<file path="src/rtl/fetch_pkg.sv">
// Shared types and constants for the instruction-fetch unit.
// The optional FETCH_PERF_EN build adds performance counters to fetch_unit.
package fetch_pkg;

    typedef enum logic {
        REFILL = 1'b0,
        RUN    = 1'b1
    } fetch_state_t;

    localparam int unsigned  INSTR_BYTES      = 4;
    localparam logic [31:0]  DEFAULT_RESET_PC = 32'h0000_0000;

endpackage

</file>
<file path="src/rtl/fetch_perf_counters.sv">
// Free-running fetch/stall event counters, wrapping modulo 2^32.
// Only instantiated by fetch_unit when FETCH_PERF_EN is defined.
module fetch_perf_counters (
    input  logic        clk,
    input  logic        reset,
    input  logic        fire,
    input  logic        stall,
    output logic [31:0] fetch_count,
    output logic [31:0] stall_count
);

    logic [31:0] fetch_count_reg;
    logic [31:0] stall_count_reg;

    // Redirects deliberately do not clear these; only reset does.
    always_ff @(posedge clk or posedge reset) begin
        if (reset) begin
            fetch_count_reg <= '0;
            stall_count_reg <= '0;
        end else begin
            if (fire)
                fetch_count_reg <= fetch_count_reg + 32'd1;
            if (stall)
                stall_count_reg <= stall_count_reg + 32'd1;
        end
    end

    assign fetch_count = fetch_count_reg;
    assign stall_count = stall_count_reg;

endmodule

</file>
<file path="src/rtl/fetch_unit.sv">
// Instruction-fetch initiator: owns the PC, hides imem's one-cycle read latency,
// replays on decode stall and squashes on redirect. Optional counters: FETCH_PERF_EN.
module fetch_unit
    import fetch_pkg::*;
#(
    parameter int               WIDTH    = 31,
    parameter logic [WIDTH:0]   RESET_PC = DEFAULT_RESET_PC
) (
    input  logic             clk,
    input  logic             reset,
    input  logic             redirect,
    input  logic [WIDTH:0]   redirectPC,
    output logic [WIDTH:0]   rAddress,
    input  logic [WIDTH:0]   instr,
    output logic             instrValid,
    input  logic             instrReady,
    output logic [WIDTH:0]   instrOut,
    output logic [WIDTH:0]   instrPC
`ifdef FETCH_PERF_EN
    ,
    output logic [31:0]      fetchCount,
    output logic [31:0]      stallCount
`endif
);

    localparam logic [WIDTH:0] PC_STEP = (WIDTH+1)'(INSTR_BYTES);

    fetch_state_t   state_reg;
    logic [WIDTH:0] pc_reg;
    logic [WIDTH:0] pcd_reg;
    logic [WIDTH:0] redirect_target;
    logic           stall;

    assign redirect_target = {redirectPC[WIDTH:2], 2'b00};

    assign instrValid = (state_reg == RUN) && !redirect;
    assign stall      = instrValid && !instrReady;
    assign instrOut   = instrValid ? instr : '0;
    assign instrPC    = pcd_reg;

    // Replaying pcD during a stall makes imem return the same word next cycle.
    always_comb begin
        rAddress = pc_reg;
        if (redirect)
            rAddress = redirect_target;
        else if (stall)
            rAddress = pcd_reg;
    end

    always_ff @(posedge clk or posedge reset) begin
        if (reset) begin
            pc_reg    <= RESET_PC;
            pcd_reg   <= '0;
            state_reg <= REFILL;
        end else if (redirect) begin
            pc_reg    <= redirect_target + PC_STEP;
            pcd_reg   <= redirect_target;
            state_reg <= RUN;
        end else if (!stall) begin
            pc_reg    <= pc_reg + PC_STEP;
            pcd_reg   <= pc_reg;
            state_reg <= RUN;
        end
    end

`ifdef FETCH_PERF_EN
    fetch_perf_counters u_perf (
        .clk         (clk),
        .reset       (reset),
        .fire        (instrValid && instrReady),
        .stall       (stall),
        .fetch_count (fetchCount),
        .stall_count (stallCount)
    );
`endif

endmodule

</file>
<file path="config.mk">
export PLATFORM = sky130hd
export DESIGN_NAME = fetch_unit
export DESIGN_NICKNAME = d
export VERILOG_FILES = /design/src/rtl/fetch_pkg.sv /design/src/rtl/fetch_perf_counters.sv /design/src/rtl/fetch_unit.sv
export SDC_FILE = /design/constraint.sdc
export NUM_CORES = 1
export LEC_CHECK = 0
export CAP_MARGIN = 10
export CORE_ASPECT_RATIO = 0.9
export CORE_MARGIN = 10
export CORE_UTILIZATION = 40
export DETAILED_ROUTE_END_ITERATION = 10
export GPL_ROUTABILITY_DRIVEN = 1
export GPL_TIMING_DRIVEN = 0
export MAX_ROUTING_LAYER = met4
export PLACE_DENSITY = 0.8
export RECOVER_POWER = 100
export SLEW_MARGIN = 20
export SYNTH_ARGS = -nofsm -noshare
export SYNTH_HDL_FRONTEND = slang
export SYNTH_SLANG_ARGS = --single-unit
</file>
<file path="constraint.sdc">
create_clock -name clk -period 2.36 [get_ports clk]
set_clock_uncertainty 0.05 [all_clocks]
set_input_delay 0.236 -clock clk [delete_from_list [all_inputs] [get_ports clk]]
set_output_delay 0.236 -clock clk [all_outputs]
set_load 0.02 [all_outputs]
</file>
# Word-level counts from Yosys, hierarchy flattened
# Cells that the tools add are included.
[op_classes]
addsub = 2
eq_ne = 1
muxes = 7
reduce_logical = 4
[op_table]
columns = ["operator", "count"]
rows = [
  ["two-way mux 32 bit", 5],
  ["adder 32 x 3 -> 32 bit (second input constant)", 2],
  ["logical AND 1 bit", 2],
  ["zero test 1 bit", 2],
  ["two-way mux 1 bit", 2],
  ["inequality test 2 bit (second input constant)", 1],
]
[totals]
ff_bits = 65
in_bits = 68
out_inout_bits = 97

# Longest topological paths before layout
[logic_depth]
word_depth = 5
mapped_depth = 14
depth_no_buf = 8

# Least setup slack after synthesis
# No wires, ideal clock.
[synth_path]
kind = "input port to flip-flop"
start = "input redirect"
end = "register pc_reg[28]"
setup_ns = 0.137
arrival_ns = 2.853
required_ns = 2.173
path_slack_ns = -0.681
path_stages = 14
cell_sequence = "buf_4 buf_2 buf_2 clkbuf_1 clkbuf_1 mux2_2 ha_1 inv_1 a21oi_1 nand4_1 clkbuf_1 nor3_1 xnor2_1 mux2i_1"
[synth_via]
elab_chain_len = 4
word_cells_on_any_way = 5
[synth_rtl]
columns = ["element", "line_no", "rtl"]
rows = [
  ["start: declaration", "fetch_unit.sv:11", "input logic redirect,"],
  ["zero test 1 bit", "fetch_unit.sv:36", "assign instrValid = (state_reg == RUN) && !redirect;"],
  ["logical AND 1 bit", "fetch_unit.sv:36", ""],
  ["logical AND 1 bit", "fetch_unit.sv:37", "assign stall = instrValid && !instrReady;"],
  ["inequality test 2 bit (no source line)", "n/a", ""],
  ["end signal: assignment", "fetch_unit.sv:56", "pc_reg <= redirect_target + PC_STEP;"],
  ["end signal: assignment", "fetch_unit.sv:60", "pc_reg <= pc_reg + PC_STEP;"],
  ["end: declaration", "fetch_unit.sv:29", "logic [WIDTH:0] pc_reg;"],
]
# Several ways; a longest one is shown, not always the timed one.
# A chain may end at the register's enable or synchronous reset.

# Worst setup path after layout
[layout_path]
start = "register state_reg"
end = "output rAddress[4]"
[layout_via]
elab_chain_len = 4
[layout_rtl]
columns = ["element", "line_no", "rtl"]
rows = [
  ["start: declaration", "fetch_unit.sv:28", "fetch_state_t state_reg;"],
  ["start signal: assignment", "fetch_unit.sv:54", "state_reg <= REFILL;"],
  ["start signal: assignment", "fetch_unit.sv:58", "state_reg <= RUN;"],
  ["start signal: assignment", "fetch_unit.sv:62", "state_reg <= RUN;"],
  ["logical AND 1 bit", "fetch_unit.sv:36", ""],
  ["logical AND 1 bit", "fetch_unit.sv:37", ""],
  ["two-way mux 32 bit", "fetch_unit.sv:46", "else if (stall)"],
  ["two-way mux 32 bit", "n/a", ""],
  ["end: declaration", "fetch_unit.sv:13", "output logic [WIDTH:0] rAddress,"],
]
# Every way passes these cells.

==> parameters.txt <==
Parameter                              Value

Critical path
  Kind of capture point of the worst setup path    primary output
  Family with the most delay on the worst path    buffers and inverters
  Largest stage delay on the critical path    between 0.3 and 0.4 ns
  Number of cells traversed by the worst register-to-register path    8
  Buffers plus inverters on the worst setup path    4
  Startpoint-to-endpoint class of the critical path    register to primary output
  CP Cell Sequence    nor2b_4 > nor2b_1 > clkbuf_8 > clkbuf_8 > clkbuf_8 > a22oi_1 > nand2_1 > clkdlybuf4s15_2
  Setup slack, reg-to-reg    approximately 0.070 ns
  Worst reg2reg startpoint    pc_reg[4]$_DFFE_PP0P_
  Req. time, crit path    between 2 and 2.5 ns
  Endpoint of the worst register-to-register path    pc_reg[25]$_DFFE_PP0P_
  Max Fanout on Critical Path    10
  Cell type of the slowest stage on the worst timing path    dfrtp_1
  Crit path top cell by count    clkbuf_8
  Startpoint type of the worst setup path    register
  Critical Path AT    2.02 ns

Power
  Power density over the cells    just under 600 mW/mm2
  IR drop worst, VDD    roughly 0.00036 V
  Leakage power of the design    approximately 2.8 nW

Cells and area
  Final instance area    0.00665 mm2
  Final nets    roughly 750
  Count of filler cells inserted in the layout    around 800
  Final core utilization    0.655
  Multi-input combinational cell area    0.00254 mm2
  Max FFs per register    32
  Ratio of cells with drive above 1 in the final layout    0.186
  Count of antenna diodes in the layout    0
  Layout area overhead    61.1%
  Register area    between 0.0015 and 0.002 mm2
  Non-filler cells, final    813

Global route
  Global-route wire length before repair    26100 um
  Pin count of the biggest net entering global routing    36
  Total routing usage reported by global routing    0.225
  Number of antenna violations at the first check in global routing    0
  Vias in the first global route    between 4000 and 5000
  Overflow after GRT    0

Clocking
  Clock transition at the registers of the reported paths    0.06 ns
  Maximum buffer depth of the clock tree    2
  Number of H-tree levels    3
  Count of clock tree sinks    63
  Clock Tree Root    clkbuf_16
  Post-cts hold buffer count    0
  CTS buffer count    9
  Clk Latency, worst-skew pair    0.33 ns
  Clock tree from TritonCTS    built

Place
  Placer congestion estimate    0.967
  Post-placement cell area    0.00609 mm2
  Post-placement worst setup slack    -1.86 ns
  Total half-perimeter wirelength after legalization and detailed placement    about 12000 um
  Number of placed instances, taps included    779
  Port bufs    162

Detailed routing
  Top routing layer in use    met4
  Total met2 wirelength after detailed routing    8210 um
  Antenna-violating nets left    0
  DR DRC count    0
  First-pass iteration count of the detailed router    5
  Total length of routed met3 wires    1320 um
  Wire per inst    around 21 um
  Final Routed Wirelength    approximately 17000 um
  Initial detailed-routing violation count    between 400 and 500
  Via/cell ratio    ~5.8
  Count of vias placed by the detailed router    4694
  DRT met1 WL    ~7100 um

Outcome
  Status    completed

Synth
  Register bit total from synthesis    63
  Leading register cell type out of synthesis    dfrtp_1
  Number of enable flip-flop cells after synthesis    0
  Async set-reset flop share out of synthesis    1.00
  Synthesized area divided by synthesized cell count    between 8 and 9 um2
  Post-Synthesis Net Count    ~560
  Synthesis warning total    0
  Combined area of all synthesized cells    between 0.004 and 0.005 mm2
  Number of unique standard cell types used by synthesis    52
  Cell count after synthesis    around 490
  Part of the Yosys area used for sequential elements    0.382

Die
  Area enclosed by the die boundary    0.0148 mm2
  Chip height    116 um
  Core region area    just over 0.01 mm2
  Width of the die    127 um
  Number of placed I/O pins    roughly 170
  Placement Rows    35
  Initial core utilization    0.406

Timing
  Clock period minus worst slack    approximately 2.3 ns
  Fmax    roughly 430 MHz
  Endpoints failing setup    0
  Measured slew at the worst slew-check pin    roughly 1.4 ns
  Max_slew headroom    0.0838
  Worst setup slack after layout    about 0.054 ns
  Final Max Tran Viols    0
  Period utilization    0.977
  Final Hold Fails    0
  Unrepaired setup endpoints after global routing    yes

Hold path
  WHS Path Cells    3
  Launch instance of the worst min-delay path    redirectPC[6]
  Capture endpoint of the worst hold path    instrPC[6]$_DFF_PP0_
  Type of the tightest min-delay check    input pin to register

Run
  Count of maximum capacitance violations    0
## worst max-delay path by stage
stage / startpoint / endpoint / slack [ns] / depth (start not counted)
floorplan: pc_reg[5]$_DFFE_PP0P_ / pc_reg[31]$_DFFE_PP0P_ / -0.03 / 6
global placement: redirect / rAddress[24] / -1.76 / 11
detailed placement: redirect / rAddress[24] / -1.86 / 11
CTS: redirect / pc_reg[30]$_DFFE_PP0P_ / 0.009 / 15
global route: pc_reg[4]$_DFFE_PP0P_ / pc_reg[25]$_DFFE_PP0P_ / -0.05 / 8
finish: state_reg$_DFFE_PP0P_ / rAddress[4] / 0.05 / 8
## layout make-up
type	instances	area share
Timing Repair Buffer	182	0.254
Inverter	10	0.00621
Multi-Input combinational cell	383	0.382
Clock buffer	9	0.0339
Clock inverter	7	0.0147
Tap cell	129	0.0243
Buffer	30	0.0474
Sequential cell	63	0.237
## metrics by stage
stage	setup TNS, ns	total power, mW	hold slack, ns
2_1_floorplan	-0.0380	1.91	0.342
3_3_place_gp	-171.90	2.46	0.440
3_5_place_dp	-134.13	2.49	0.449
4_1_cts	0	3.95	0.205
5_1_grt	-0.0949	4.06	0.338
6_report	0	3.91	0.333
## power by group
part	switching (mW)	internal, mW	leakage [nW]
clock	0.514	0.925	0.152
sequential	0.131	1.21	0.738
combinational	0.624	0.506	1.95
## cell families (layout without fill, tap and decap cells)
kind of cell | count (synthesis) | count (layout) | synth area share
other | 1 | 1 | 0.000908
multiplexers | 24 | 24 | 0.0594
adder cells (fa/ha/maj) | 1 | 1 | 0.00303
flip-flops | 63 | 63 | 0.382
AND/OR/NAND/NOR | 234 | 234 | 0.294
XOR/XNOR | 24 | 24 | 0.0509
AO/OA/AOI/OAI | 99 | 99 | 0.169
buffers and inverters | 41 | 238 | 0.0409
## repair_timing
| action | CTS | global route |
|---|---|---|
| gates resized for setup | 150 | 41 |
| buffers inserted | 10 | 8 |
| gates cloned | 1 | 0 |
| pin swaps | 10 | 4 |
| endpoints found under the setup margin | 127 | 74 |
## per-layer routing
layer,up-vias,track usage
li1,2123,-
met1,2282,0.282
met2,253,0.357
met3,36,0.0490
met4,0,0.0682
met5,-,-
## Yosys cell counts, types with 2 or more instances
cell type | n | area (um2)
a2111oi_2 | 2 | 30.0
a211oi_1 | 6 | 45.0
a21oi_1 | 19 | 95.1
a221o_1 | 3 | 30.0
a222oi_1 | 2 | 20.0
a22oi_1 | 30 | 225
a31oi_1 | 2 | 12.5
and2_1 | 38 | 238
and3_1 | 2 | 12.5
buf_1 | 2 | 7.51
buf_2 | 3 | 15.0
clkbuf_1 | 24 | 90.1
dfrtp_1 | 63 | 1580
inv_1 | 9 | 33.8
mux2_2 | 4 | 45.0
mux2i_1 | 20 | 200
nand2_1 | 81 | 304
nand2b_1 | 9 | 56.3
nand3_1 | 23 | 115
nand3b_1 | 11 | 82.6
nand4_1 | 9 | 56.3
nand4b_1 | 4 | 35.0
nor2_1 | 29 | 109
nor2b_1 | 3 | 18.8
nor3_1 | 14 | 70.1
nor3_2 | 2 | 20.0
nor4_1 | 3 | 18.8
o2111ai_1 | 2 | 17.5
o21a_1 | 9 | 67.6
o21ai_0 | 12 | 60.1
o22a_1 | 2 | 17.5
o22ai_1 | 3 | 18.8
xnor2_1 | 20 | 175
xor2_1 | 4 | 35.0
## cell usage in the layout, fill, tap and decap left out, types with 21 or more instances in the layout
cell type and instances:
clkdlybuf4s50_1 90, nand2_1 81, dfrtp_1 62, and2_1 38
dlygate4sd3_1 36, a22oi_1 29, nor2_1 28, buf_2 25
nand3_1 22, buf_4 21
## worst register-to-register path, stage by stage, from the launching register on
cell and delay (ns):
dfrtp_2 0.40, nand4b_1 0.22, a222oi_1 0.37, buf_4 0.18
nand4_2 0.19, buf_6 0.22, nor4_4 0.28, xnor2_1 0.15
mux2i_1 0.10
Power figures use the tool's default switching activity.
